`config.mk`:
```
export PLATFORM = sky130hd
export DESIGN_NAME = sb_corner_cfg
export DESIGN_NICKNAME = d
export VERILOG_FILES = /design/src/rtl/sb_cfg_pkg.sv /design/src/rtl/sb_cfg_chain.sv /design/src/rtl/sb_corner_cfg.sv
export SDC_FILE = /design/constraint.sdc
export NUM_CORES = 1
export LEC_CHECK = 0
export ABC_AREA = 1
export CORE_MARGIN = 2
export CORE_UTILIZATION = 40
export DETAILED_ROUTE_END_ITERATION = 12
export MAX_ROUTING_LAYER = met4
export PLACE_DENSITY = 0.71
export REMOVE_ABC_BUFFERS = 1
export SYNTH_ARGS = -nofsm -noshare
export SYNTH_HDL_FRONTEND = slang
export SYNTH_SLANG_ARGS = --single-unit
```
`constraint.sdc`:
```
create_clock -name prog_clk -period 1.7 [get_ports prog_clk]
set_input_delay 0.255 -clock prog_clk [delete_from_list [all_inputs] [get_ports prog_clk]]
set_output_delay 0.255 -clock prog_clk [all_outputs]
set_load 0.01 [all_outputs]
```
`src/rtl/sb_cfg_pkg.sv`:
```
`default_nettype none
// ----------------------------------------------------------------------------
// sb_cfg_pkg : select encodings and config sizing for the corner switch block
// Revision   : 1.0
// ----------------------------------------------------------------------------
package sb_cfg_pkg;

  typedef enum logic [1:0] {
    SEL_TOP   = 2'd0,
    SEL_PAD_A = 2'd1,
    SEL_PAD_B = 2'd2,
    SEL_ZERO  = 2'd3
  } sel_e;

  function automatic int cfg_bits(input int chan_w);
    return 2 * chan_w;
  endfunction

endpackage
`default_nettype wire

```
`src/rtl/sb_cfg_chain.sv`:
```
`default_nettype none
// ----------------------------------------------------------------------------
// sb_cfg_chain : serial shadow chain with bit counter and committed active copy
// Revision     : 1.0
// ----------------------------------------------------------------------------
module sb_cfg_chain #(
  parameter int CFG_BITS = 18
) (
  input  logic                prog_clk,
  input  logic                prog_reset,
  input  logic                ccff_head_i,
  input  logic                ccff_shift_en_i,
  input  logic                ccff_commit_i,
  output logic [CFG_BITS-1:0] active_o,
  output logic                cfg_valid_o,
  output logic                cfg_err_o,
  output logic                ccff_tail_o
);
  localparam int              CNT_W    = $clog2(CFG_BITS + 1);
  localparam logic [CNT_W-1:0] FULL_CNT = CNT_W'(CFG_BITS);

  logic [CFG_BITS-1:0] shadow_q, shadow_d;
  logic [CFG_BITS-1:0] active_q, active_d;
  logic [CNT_W-1:0]    cnt_q, cnt_d;
  logic                valid_q, valid_d;
  logic                err_q, err_d;
  logic                chain_full;

  assign chain_full = (cnt_q == FULL_CNT);

  always_comb begin
    shadow_d = shadow_q;
    active_d = active_q;
    cnt_d    = cnt_q;
    valid_d  = valid_q;
    err_d    = err_q;
    if (ccff_shift_en_i) begin
      shadow_d = {shadow_q[CFG_BITS-2:0], ccff_head_i};
      if (!chain_full) cnt_d = cnt_q + CNT_W'(1);
    end
    // Commit samples the pre-shift shadow; a concurrent shift counts as the first new bit.
    if (ccff_commit_i) begin
      if (chain_full) begin
        active_d = shadow_q;
        valid_d  = 1'b1;
        cnt_d    = CNT_W'(ccff_shift_en_i);
      end else begin
        err_d = 1'b1;
      end
    end
  end

  always_ff @(posedge prog_clk) begin
    if (prog_reset) begin
      shadow_q <= '0;
      active_q <= '0;
      cnt_q    <= '0;
      valid_q  <= 1'b0;
      err_q    <= 1'b0;
    end else begin
      shadow_q <= shadow_d;
      active_q <= active_d;
      cnt_q    <= cnt_d;
      valid_q  <= valid_d;
      err_q    <= err_d;
    end
  end

  assign active_o    = active_q;
  assign cfg_valid_o = valid_q;
  assign cfg_err_o   = err_q;
  assign ccff_tail_o = shadow_q[CFG_BITS-1];

endmodule
`default_nettype wire

```
`src/rtl/sb_corner_cfg.sv`:
```
`default_nettype none
// ----------------------------------------------------------------------------
// sb_corner_cfg : configurable corner switch block, top/right tracks and pads
// Revision      : 1.0
// ----------------------------------------------------------------------------
module sb_corner_cfg
  import sb_cfg_pkg::*;
#(
  parameter int CHAN_W   = 9,
  parameter int NUM_PADS = 10
) (
  input  logic                prog_clk,
  input  logic                prog_reset,
  input  logic [CHAN_W-1:0]   chany_top_in,
  input  logic [CHAN_W-1:0]   chanx_right_in,
  input  logic [NUM_PADS-1:0] pad_in,
  input  logic                ccff_head,
  input  logic                ccff_shift_en,
  input  logic                ccff_commit,
  output logic [CHAN_W-1:0]   chany_top_out,
  output logic [CHAN_W-1:0]   chanx_right_out,
  output logic                ccff_tail,
  output logic                cfg_valid,
  output logic                cfg_err
);
  localparam int CFG_BITS = cfg_bits(CHAN_W);

  logic [CFG_BITS-1:0] active;

  sb_cfg_chain #(
    .CFG_BITS (CFG_BITS)
  ) u_chain (
    .prog_clk        (prog_clk),
    .prog_reset      (prog_reset),
    .ccff_head_i     (ccff_head),
    .ccff_shift_en_i (ccff_shift_en),
    .ccff_commit_i   (ccff_commit),
    .active_o        (active),
    .cfg_valid_o     (cfg_valid),
    .cfg_err_o       (cfg_err),
    .ccff_tail_o     (ccff_tail)
  );

  // Purely combinational from the registered active config, so a new commit swaps atomically.
  for (genvar i = 0; i < CHAN_W; i++) begin : g_track
    localparam int TOP_IDX = (i + CHAN_W - 1) % CHAN_W;
    localparam int PAD_A   = i % NUM_PADS;
    localparam int PAD_B   = (i + CHAN_W) % NUM_PADS;

    sel_e w_sel;
    logic w_src;

    assign w_sel = sel_e'(active[2*i+1 -: 2]);

    always_comb begin
      w_src = 1'b0;
      case (w_sel)
        SEL_TOP:   w_src = chany_top_in[TOP_IDX];
        SEL_PAD_A: w_src = pad_in[PAD_A];
        SEL_PAD_B: w_src = pad_in[PAD_B];
        SEL_ZERO:  w_src = 1'b0;
        default:   w_src = 1'b0;
      endcase
    end

    assign chanx_right_out[i]     = cfg_valid & w_src;
    assign chany_top_out[TOP_IDX] = cfg_valid & chanx_right_in[i];
  end

endmodule
`default_nettype wire

```
==> flow_metrics.env <==
export IMPL_status="finished, final reports clean"
export IMPL_core_area_um2=4690
export IMPL_path_clk_slew_ns=0.07
export IMPL_yosys_cell_types_count=18
export IMPL_cpLargestDelayFamily="buffers and inverters"
export IMPL_dr_pass1_iters=4
export IMPL_clk_insertion_delay_late_ns=0.29
export IMPL_path_cells="buf_12 > nand2_1 > inv_1 > clkdlybuf4s50_1"
export IMPL_place_ws_ns=-0.190
export IMPL_die_area_um2=5390
export IMPL_crit_slowest_cell="clkdlybuf4s50_1"
export IMPL_syn_to_final_growth_pct=36.0
export IMPL_rsz0062_at_grt="no"
export IMPL_grt_total_usage=0.163
export IMPL_cts_tree="done"
export IMPL_std_cell_rows=25
export IMPL_grt_overflow=0
export IMPL_cp_end_kind="output port"
export IMPL_critPathMaxFanout=19
export IMPL_diodes=0
export IMPL_final_cells=397
export IMPL_syn_cell_area_um2=1930
export IMPL_antenna_found_initial=0
export IMPL_power_frac_seq=0.575
export IMPL_fmax_ghz=0.606
export IMPL_fin_tns_setup_ns=0
export IMPL_vias=1857
export IMPL_power_leakage_uw=0.00136
export IMPL_clock_path_buffers=2
export IMPL_pwr_share_clk=0.326
export IMPL_reg2regPathDepth=9
export IMPL_yosysSeqAreaShare=0.447
export IMPL_finalHoldViolations=0
export IMPL_wl_per_cell_um=9.99
export IMPL_setup_viol=0
export IMPL_skew_ns=0.00532
export IMPL_maxCapViolations=0
export IMPL_ys_warnings_count=0
export IMPL_post_route_min_period_ns=1.65
export IMPL_cts_sinks=43
export IMPL_ant_nets=0
export IMPL_combPwrFrac=0.099
export IMPL_ios=54
export IMPL_final_max_slew_viol_count=0
export IMPL_vias_per_cell=4.68
export IMPL_cp_depth=4
export IMPL_worst_hold_path_type="reg -> reg"
export IMPL_synthCells=287
export IMPL_port_buffers=53
export IMPL_timing_slew_headroom=0.800
export IMPL_cts_buffers_inserted=5
export IMPL_synth_simple_gate_area_share=0.327
export IMPL_worstSetupStartpointType="flop"
export IMPL_internal_power_uw=1430
export IMPL_ys_ff_latch=43
export IMPL_ir_drop_mv=0.473
export IMPL_syn_area_per_cell_um2=6.71
export IMPL_routed_wl_um=3970
export IMPL_post_place_cells=389
export IMPL_layout_commonest_cell="nor2_1"
export IMPL_grt_pass1_vias=1714
export IMPL_holdPathStages=2
export IMPL_holdWs_ns=0.483
export IMPL_fillers=451
export IMPL_grt_max_degree=38
export IMPL_place_congestion=0.818
export IMPL_required_ns=1.44
export IMPL_fp_dieW_um=73.4
export IMPL_drtIter0Drc=120
export IMPL_power_density_nw_per_um2=706
export IMPL_synth_top_family_by_area="simple AND/OR/NAND/NOR gates"
export IMPL_switchingPower_uw=415
export IMPL_synth_adder_area_share=0.0130
export IMPL_grt_pass1_wl_um=6960
export IMPL_die_h_um=73.4
export IMPL_drc=0
export IMPL_synth_compound_area_frac=0.104
export IMPL_synth_mux_area_frac=0
export IMPL_cp_slowest_stage_delay_ns=0.52
export IMPL_path_buf_inv=3
export IMPL_finalCritPeriodShare=0.971
export IMPL_drive_gt1_frac=0.0466
export IMPL_final_cell_mix="nor2_1 (79), nand2_1 (53), dfxtp_1 (42), clkdlybuf4s50_1 (39), inv_1 (30)"
export IMPL_utilization=0.559
export IMPL_cp_arrival_ns=1.40
export IMPL_post_cts_repair_setup_buffers=0
export IMPL_cts_root_buf="clkbuf_8"
export IMPL_hpwl_um=2790
export IMPL_nNetsFinal=377
export IMPL_path_class="reg -> out"
export IMPL_htreeDepth=2
export IMPL_p_sw_frac=0.224
export IMPL_synth_xor_area_frac=0.0136
export IMPL_floorplan_initialDensity=0.411
export IMPL_tightest_slew_ns=0.299
export IMPL_final_setup_worst_slack_ns=0.0498
## synth_stat cells
| master | instances | area, um^2 |
|---|---|---|
| buf_4 | 1 | 7.51 |
| nor2_1 | 79 | 297 |
| ha_1 | 2 | 25.0 |
| nand3_2 | 1 | 10.0 |
| nor2_4 | 1 | 11.3 |
| o21ai_0 | 28 | 140 |
| nand3_1 | 2 | 10.0 |
| nor3_1 | 17 | 85.1 |
| a21oi_1 | 12 | 60.1 |
| dfxtp_1 | 43 | 861 |
| clkinv_1 | 2 | 7.51 |
| xor2_1 | 3 | 26.3 |
| buf_2 | 3 | 15.0 |
| inv_1 | 30 | 113 |
| nand2_1 | 53 | 199 |
| buf_6 | 2 | 22.5 |
| clkbuf_1 | 5 | 18.8 |
| nand4_1 | 3 | 18.8 |
## power groups by stage
stage | clock network (uW) | registers, uW | logic [uW]
6_report | 602 | 1060 | 183
5_1_grt | 673 | 1070 | 208
4_1_cts | 630 | 1060 | 185
3_5_place_dp | 0 | 1090 | 184
3_3_place_gp | 0 | 1090 | 181
2_1_floorplan | 0 | 1080 | 66.2
## layout make-up
cell class	instances	area, um^2	share of cell area
repair buffers	59	608	0.232
inverters	32	120	0.0458
multi-input cells	201	882	0.337
flip-flops and latches	43	862	0.329
clock buffers	7	76.3	0.0291
well taps	54	67.6	0.0258
clock inverters	1	5.00	0.00191
## what timing repair did
action / 4_1_cts / 5_1_grt
endpoints found under the setup margin: 12 / 6
pin swaps: 0 / 2
endpoints found under the hold margin: 0 / 0
resized for setup: 11 / 7
hold buffers: 0 / 0
## through the flow
stage | cell area, um^2 | total power [uW]
after floorplan | 1860 | 1150
after global placement | 2540 | 1270
after detailed placement | 2540 | 1270
after CTS | 2610 | 1880
after global routing | 2620 | 1950
final | 2620 | 1850
## cell families (layout without fill, tap and decap cells)
group | after synthesis | in the layout
compound gates | 40 | 40
buf+inv | 43 | 99
xor+xnor | 3 | 3
fa+ha+maj | 2 | 2
flops | 43 | 43
simple gates | 156 | 156
## tightest hold or removal path, cell delays in order, from the launching register on
cell     delay, ns
dfxtp_1       0.33
a21oi_1       0.04
nor2_1        0.07
## flip-flops by register name, summed over array words and instances (netlist names)
signal / cells
u_chain.shadow_q: 18
u_chain.cnt_q: 5
u_chain.cfg_err_o: 1
u_chain.cfg_valid_o: 1
u_chain.active_o: 18
## per-layer routing
layer,vias to the layer above,share of wire,wire [um],global-route usage
met4,0,0.014,57,0.0545
met5,-,0,0,-
met3,7,0.072,284,0.0384
li1,1006,-,-,-
met1,798,0.47,1870,0.196
met2,46,0.44,1760,0.270
## path summary, 6_finish.rpt
path,from,to,slack [ns]
max,u_chain.cfg_valid_o,chany_top_out[8],0.05
min,u_chain.cfg_err_o,u_chain.cfg_err_o,0.48
max reg2reg,u_chain.cnt_q[0],u_chain.active_o[1],0.36
min reg2reg,u_chain.cfg_err_o,u_chain.cfg_err_o,0.48
(Power assumes the default switching activity.)
